<file path="src/rtl/fir_decim_out_stage.sv">
// fir_decim_out_stage: decimates the FIR output stream by DECIM and buffers
// the decimated samples in a FIFO drained over a valid/ready handshake.
//
// Optional feature macro: FIR_DECIM_AVG_EN
//   defined   -> boxcar average of each DECIM-sample window (DECIM must be 2^n)
//   undefined -> pick-one decimation (last sample of each window)
//
// Ports:
//   clk         clock, rising edge
//   reset       synchronous, active-high
//   in_data     signed filtered sample
//   in_valid    in_data qualifier
//   out_data    signed sample at FIFO head
//   out_valid   FIFO non-empty
//   out_ready   consumer accept
//   fifo_level  current FIFO occupancy
//   overflow    sticky, a decimated sample was dropped
module fir_decim_out_stage #(
  parameter int unsigned DECIM      = 4,
  parameter int unsigned FIFO_DEPTH = 8
) (
  input  logic                              clk,
  input  logic                              reset,
  input  logic [15:0]                       in_data,
  input  logic                              in_valid,
  output logic [15:0]                       out_data,
  output logic                              out_valid,
  input  logic                              out_ready,
  output logic [$clog2(FIFO_DEPTH):0]       fifo_level,
  output logic                              overflow
);

  localparam int unsigned AW = $clog2(FIFO_DEPTH);
  localparam int unsigned LW = AW + 1;
  localparam int unsigned SH = $clog2(DECIM);
  localparam int unsigned PW = (SH == 0) ? 1 : SH;

  logic [PW-1:0] phase;
  logic [AW-1:0] wr_ptr;
  logic [AW-1:0] rd_ptr;
  logic [15:0]   mem [FIFO_DEPTH];

  logic          last;
  logic          push;
  logic          pop;
  logic          full;
  logic          push_acc;
  logic [15:0]   push_data;
  logic [LW-1:0] level_next;

  // Window bookkeeping and FIFO handshake decode
  always_comb begin
    last       = (phase == PW'(DECIM - 1));
    push       = in_valid & last;
    pop        = out_valid & out_ready;
    full       = (fifo_level == LW'(FIFO_DEPTH));
    // A pop on the same edge frees the slot the push needs
    push_acc   = push & (~full | pop);
    level_next = fifo_level + LW'(push_acc) - LW'(pop);
  end

`ifdef FIR_DECIM_AVG_EN
  localparam int unsigned ACC_W = 16 + SH;

  logic signed [ACC_W-1:0] acc;
  logic signed [ACC_W-1:0] sum;

  // Window sum including the current sample; mean is a floor shift
  always_comb begin
    sum       = acc + ACC_W'($signed(in_data));
    push_data = 16'(sum >>> SH);
  end

  // Accumulator restarts at each push event
  always_ff @(posedge clk) begin
    if (reset) begin
      acc <= '0;
    end else if (in_valid) begin
      acc <= last ? '0 : sum;
    end
  end
`else
  always_comb begin
    push_data = in_data;
  end
`endif

  // Decimation phase, advances only on valid samples
  always_ff @(posedge clk) begin
    if (reset) begin
      phase <= '0;
    end else if (in_valid) begin
      phase <= last ? '0 : phase + PW'(1);
    end
  end

  // FIFO storage; entry 0 cleared so out_data reads 0 after reset
  always_ff @(posedge clk) begin
    if (reset) begin
      mem[0] <= '0;
    end else if (push_acc) begin
      mem[wr_ptr] <= push_data;
    end
  end

  // Pointers, occupancy and status flags
  always_ff @(posedge clk) begin
    if (reset) begin
      wr_ptr     <= '0;
      rd_ptr     <= '0;
      fifo_level <= '0;
      out_valid  <= 1'b0;
      overflow   <= 1'b0;
    end else begin
      if (push_acc) wr_ptr <= wr_ptr + AW'(1);
      if (pop)      rd_ptr <= rd_ptr + AW'(1);
      fifo_level <= level_next;
      out_valid  <= (level_next != '0);
      if (push & ~push_acc) overflow <= 1'b1;
    end
  end

  assign out_data = mem[rd_ptr];

endmodule

</file>
<file path="config.mk">
export PLATFORM = sky130hd
export DESIGN_NAME = fir_decim_out_stage
export DESIGN_NICKNAME = d
export VERILOG_FILES = /design/src/rtl/fir_decim_out_stage.sv
export SDC_FILE = /design/constraint.sdc
export NUM_CORES = 1
export LEC_CHECK = 0
export ABC_AREA = 1
export BUFFER_PORTS_ARGS = -buffer_cell sky130_fd_sc_hd__buf_2
export CAP_MARGIN = 20
export CORE_MARGIN = 4
export CORE_UTILIZATION = 29
export CTS_CLUSTER_DIAMETER = 30
export DETAILED_ROUTE_END_ITERATION = 10
export HOLD_SLACK_MARGIN = 0.1
export PLACE_DENSITY = 0.45
export SETUP_SLACK_MARGIN = 0.15
export SKIP_LAST_GASP = 1
export SLEW_MARGIN = 20
export SYNTH_ARGS = -nofsm -noshare
export SYNTH_HDL_FRONTEND = slang
export SYNTH_SLANG_ARGS = --single-unit
</file>
<file path="constraint.sdc">
create_clock -name clk -period 5.6 [get_ports clk]
set_clock_uncertainty 0.15 [all_clocks]
set_input_delay 1.68 -clock clk [delete_from_list [all_inputs] [get_ports clk]]
set_output_delay 1.68 -clock clk [all_outputs]
set_load 0.01 [all_outputs]
</file>
==> impl_metrics.ini, run 1 <==
[power]
switchingPower_uw = 815.6
switching_share_pct = 29.30
internal_power_uw = 1968
max-vdd-ir-drop_v = 0.0002139
p_clk_share_pct = 37.0
power_frac_comb_pct = 18.5
p_per_area_nw_per_um2 = 397.5
p_seq_share_pct = 44.5
leakagePower_uw = 0.002791

[sta]
tns_ns = 0
hold_violations = 0
rsz0062_at_grt = no
finalSetupViolCount = 0
fmax_mhz = 254.5
min_period_over_period_pct = 70.17
relSlewSlack_pct = 43.43
period_needed_ns = 3.929
worstMarginPinSlew_ns = 0.8476
finalMaxSlewViolations = 0

[yosys]
synth_area_per_cell_um2 = 11.23
ys_types = 23
netlist.area_leader.share_pct = 64.19
yosysWarnings = 0
synthTopCellsByArea = edfxtp_1, nor2_1, dfxtp_1, o21ai_1, nand2_1
ys_ff_latch = 145
syn_area_um2 = 5988
synth_edf_count = 128
yosysTopAreaCell = edfxtp_1
ys_seq_area_share_pct = 69.87
synthesis.nets = 561
async_flop_share_pct = 0
syn-instance-count = 533
synthFlopType = edfxtp_1

[grt]
grt_pass1_wl_um = 21120
grt_pass1_vias = 3827
overflow = 0
grt_max_degree = 65
grt.total_usage_pct = 12.60
antenna_found_initial = 0

[setup_path]
slowest_delay_ns = 0.53
worstReg2RegStart = fifo_level[2]
endpoint = out_data[1]
timing.rr.end = mem[5][6]
end_kind = output port
reg2reg_slack_ns = 3.19
crit_path_start_kind = flop
cp.arrival_ns = 2.10
criticalPathCategory = reg -> out
rr_worst_depth = 8
crit_fanout = 64
crit_required_ns = 3.77
crit_chain = buf_4, nor2_1, nor2_1, o21ai_1, o21ai_1, nand2_1, nand2_1, buf_2
critPathSlowestCell = buf_4

[cells_and_area]
drive_gt1_share_pct = 16.19
final_area_um2 = 7002
fill_cells = 2035
multiInputGateArea_um2 = 1509
diodes = 0
final-seq-area_um2 = 4189
nets = 608
post-route-util_pct = 34.49
area_delta_synth_final_pct = 16.92

[drt]
wl_um = 13770
drtIter0Drc = 194
via_per_inst = 4.455
drc = 0
via_count = 3845
antenna_left = 0
drt_pass1_iterations = 4
wire_per_inst_um = 15.96

[floorplanning]
io_pins = 42
coreArea_um2 = 20300
die_area_um2 = 23010
die_x_um = 151.7
rows = 52
start_util_pct = 29.50
fp.dieH_um = 151.7

[placement]
placed_area_um2 = 6465
io_buffers = 41
dp_hpwl_um = 7840
place_congestion = 0.7512

[cts]
ctsHoldBuffers = 0
cts_sinks = 145
cts_resized = 0
clkLatencyLatePin_ns = 0.42
htree_levels = 4
clk_pin_slew_ns = 0.06
cts_buffer_depth = 2
cts_setup_buffers = 0
clock-root-buffer = clkbuf_16
cts_buffers = 17
cts_tree = built

[run_status]
status = finished, final reports clean

[run]
cap_violations = 0

[worst_hold_path]
min_path_type = reg -> reg
min_path_cells = 1
-- per-stage QoR --
stage / total power (µW) / setup slack (ns) / instances / hold slack [ns]
2_1_floorplan: 1637 / 2.126 / 533 / 0.2617
3_3_place_gp: 1774 / 1.838 / 831 / 0.2813
3_5_place_dp: 1787 / 1.895 / 831 / 0.2816
4_1_cts: 2822 / 1.616 / 863 / 0.2899
5_1_grt: 2932 / 1.477 / 863 / 0.3172
6_report: 2783 / 1.671 / 863 / 0.2897
-- synth_stat cells, types with 2 or more instances --
| cell type | number |
|---|---|
| inv_2 | 3 |
| clkbuf_2 | 2 |
| edfxtp_1 | 128 |
| nor2_2 | 2 |
| nor2_1 | 134 |
| buf_4 | 3 |
| nand2_2 | 2 |
| ha_1 | 7 |
| o21ai_0 | 41 |
| nand2_1 | 60 |
| nand3_1 | 7 |
| buf_2 | 15 |
| xor2_1 | 2 |
| nand3_4 | 2 |
| dfxtp_1 | 17 |
| o21ai_1 | 60 |
| inv_1 | 32 |
| nand4_1 | 2 |
| buf_6 | 5 |
| a21oi_1 | 6 |
-- worst max-delay path: cells and delay by family, from the launching register on --
family,cells,cell delay (ns)
and+or+nand+nor,4,0.38
buffers and inverters,2,0.67
DFF,1,0.35
AOI/OAI and AO/OA,2,0.20
-- final cells by class --
cell class	instances	share of cell area, %
clock buffers	20	6.540
flip-flops and latches	145	59.83
clock inverters	12	1.126
multi-input cells	328	21.55
repair buffers	53	4.217
inverters	35	1.912
well taps	270	4.825
-- logic make-up after synthesis --
group                      share of synthesized area [%]
AOI/OAI and AO/OA                                  8.943
DFF                                                69.87
adders and majority gates                          1.797
and+or+nand+nor                                    14.17
xor gates and xnor gates                          0.2926
buffers and inverters                              4.931
-- worst min path at each step --
stage / to / start / slack (ns)
3_5_place_dp: flop / rd_ptr[2] / 0.28
2_1_floorplan: flop / rd_ptr[2] / 0.26
3_3_place_gp: rd_ptr[2] / rd_ptr[2] / 0.28
4_1_cts: rd_ptr[2] / rd_ptr[2] / 0.29
6_report: rd_ptr[2] / rd_ptr[2] / 0.29
5_1_grt: flop / rd_ptr[2] / 0.32
-- registers in the layout, indices dropped and copies added, names as in the netlist, named ones only --
| name | flops |
|---|---|
| out_valid | 1 |
| fifo_level | 4 |
| rd_ptr | 3 |
| overflow | 1 |
| phase | 2 |
| mem | 128 |
| wr_ptr | 3 |
-- power by group through the flow --
stage,Clock (µW),Sequential (µW),Combinational (µW)
floorplan,0,1240,396
global placement,0,1260,515
detailed placement,0,1260,526
CTS,1050,1240,529
global route,1100,1240,590
finish,1030,1240,516
-- layer usage --
metal	GRT usage (%)	part of all wire (%)
met4	4.178	1.1
met1	15.84	46
met5	0	0
met3	3.718	4.8
met2	20.87	48
-- placed cells by master, fill, tap and decap left out, drive strengths merged --
cell    count
nand2      62
clkinv      5
edfxtp    128
o21ai     101
dfxtp      17
inv        42
nand3b      1
fa          1
nor3        1
nand4       2
nor2      136
clkbuf     20
a21oi       6
xor2        2
ha          7
buf        53
nand3       9
No activity file was read; power rests on OpenSTA's default activity.
==> run 2: changes to the inputs <==
Settings changed: PLACE_DENSITY 0.45 to 0.47.
Clock period 5.6 ns to 3.5 ns, I/O delays scaled along.
==> run 2 against run 1 <==
  * Worst hold slack improved by 0.013 ns
  * Wire length fell by 1.5%
  * Critical path depth did not move
==> impl_metrics.ini, run 2 (synthesis gave the netlist of run 1 again) <==
[run_status]
status = finished, final reports clean

[drt]
drtIter0Drc = 217
drc = 0
antenna_left = 0
via_count = 3850
drt_pass1_iterations = 4
wire_per_inst_um = 15.59
wl_um = 13560
via_per_inst = 4.425

[floorplanning]
die_area_um2 = 23010
die_x_um = 151.7
coreArea_um2 = 20300
rows = 52
fp.dieH_um = 151.7
io_pins = 42
start_util_pct = 29.50

[sta]
finalSetupViolCount = 0
rsz0062_at_grt = no
period_needed_ns = 3.075
finalMaxSlewViolations = 0
tns_ns = 0
min_period_over_period_pct = 87.86
worstMarginPinSlew_ns = 0.7331
relSlewSlack_pct = 51.07
hold_violations = 0
fmax_mhz = 325.2

[setup_path]
worstSetupPathDepth = 8
crit_buf_inv = 2
criticalPathCategory = reg -> out
rr_worst_depth = 13
slowest_delay_ns = 0.39
crit_fanout = 40
timing.rr.end = out_valid
reg2reg_slack_ns = 1.13
critPathSlowestCell = buf_4
crit_required_ns = 2.30
path_delay_family = buffers and inverters
crit_chain = buf_4, nor2_1, nor2_1, o21ai_1, o21ai_1, nand2_1, nand2_1, buf_2
endpoint = out_data[4]
worstReg2RegStart = phase[0]
crit_path_start_kind = flop
cp.arrival_ns = 1.88
end_kind = output port

[cts]
clk_pin_slew_ns = 0.06
clkLatencyLatePin_ns = 0.42
cts_tree = built
cts_setup_buffers = 0
cts_resized = 0
clock-root-buffer = clkbuf_16
cts_sinks = 145
htree_levels = 4
cts_buffers = 17
cts_buffer_depth = 2
ctsHoldBuffers = 0

[grt]
met3_usage_pct = 2.707
grt.total_usage_pct = 12.51
use_met1_pct = 15.15
antenna_found_initial = 0
overflow = 0
grt_pass1_vias = 3943
grt_max_degree = 41
grtUsageMet2_pct = 21.80
grt_pass1_wl_um = 21420
busiest_layer = met2

[power]
max-vdd-ir-drop_v = 0.0003353
power_frac_comb_pct = 18.7
p_seq_share_pct = 40.6
leakagePower_uw = 0.002849
p_per_area_nw_per_um2 = 669.5
switching_share_pct = 27.25
switchingPower_uw = 1305
internal_power_uw = 3484
p_clk_share_pct = 40.7

[placement]
io_buffers = 41
dp_hpwl_um = 8508
place_congestion = 0.7834
placed_area_um2 = 6513

[cells_and_area]
area_delta_synth_final_pct = 19.45
largestRegisters = mem: 128 flops, fifo_level: 4 flops
final_area_um2 = 7153
nets = 615
final-seq-area_um2 = 4187
largest_reg_flops = 128
fill_cells = 2014
multiInputGateArea_um2 = 1509
regMostFlops = mem
final_cell_mix = nor2_1, edfxtp_1, o21ai_1, nand2_1
drive_gt1_share_pct = 16.50
diodes = 0
mostFrequentLayoutCell = nor2_1

[run]
cap_violations = 0

[worst_hold_path]
min_path_type = reg -> reg
==> run 2: changes by cell type in the layout (fill, tap and decap cells not counted), sizes merged <==
| cell | delta |
|---|---|
| buf | +7 |
| bufinv | +5 |
| clkbuf | -1 |
| clkinv | -1 |
| clkinvlp | +2 |
| inv | -5 |
==> run 2: stage by stage <==
step	std cells	total power [µW]	util [%]	setup WS, ns	hold WS (ns)
2_1_floorplan	533	2620	-	0.6559	0.2617
3_3_place_gp	838	2876	32.08	0.6707	0.2990
3_5_place_dp	838	2892	32.08	0.5310	0.2941
4_1_cts	870	4854	35.24	0.3592	0.3049
5_1_grt	870	5059	35.24	0.1704	0.3107
6_report	870	4789	35.24	0.4249	0.3028
==> run 2: layout make-up <==
cell class / count / area share [%]
clock inverter: 13 / 2.904
sequential: 145 / 58.53
inverter: 35 / 1.837
clock buffer: 19 / 6.052
tap: 270 / 4.723
multi-input combinational: 328 / 21.10
timing repair buffer: 60 / 4.863
==> run 2: power by group through the flow <==
stage               Sequential (µW)  Combinational, µW  Clock, µW
CTS                            1940                917       1990
global route                   1950               1030       2080
global placement               1980                896          0
floorplan                      1990                634          0
finish                         1940                895       1950
detailed placement             1980                912          0
==> run 2: how the worst min path moves through the flow <==
| stage | from | endpoint | slack (ns) | depth (start not counted) |
|---|---|---|---|---|
| final | rd_ptr[2] | rd_ptr[2] | 0.30 | 1 |
| after CTS | rd_ptr[2] | flop | 0.30 | 1 |
| after detailed placement | rd_ptr[2] | flop | 0.29 | 1 |
| after floorplan | rd_ptr[2] | flop | 0.26 | 1 |
| after global placement | rd_ptr[2] | rd_ptr[2] | 0.30 | 1 |
| after global routing | rd_ptr[2] | flop | 0.31 | 1 |
==> run 2: per-layer routing <==
layer,share of wire [%],vias to the layer above
met1,43,1847
met3,2.7,18
li1,-,1929
met2,52,56
met5,0,-
met4,1.8,0
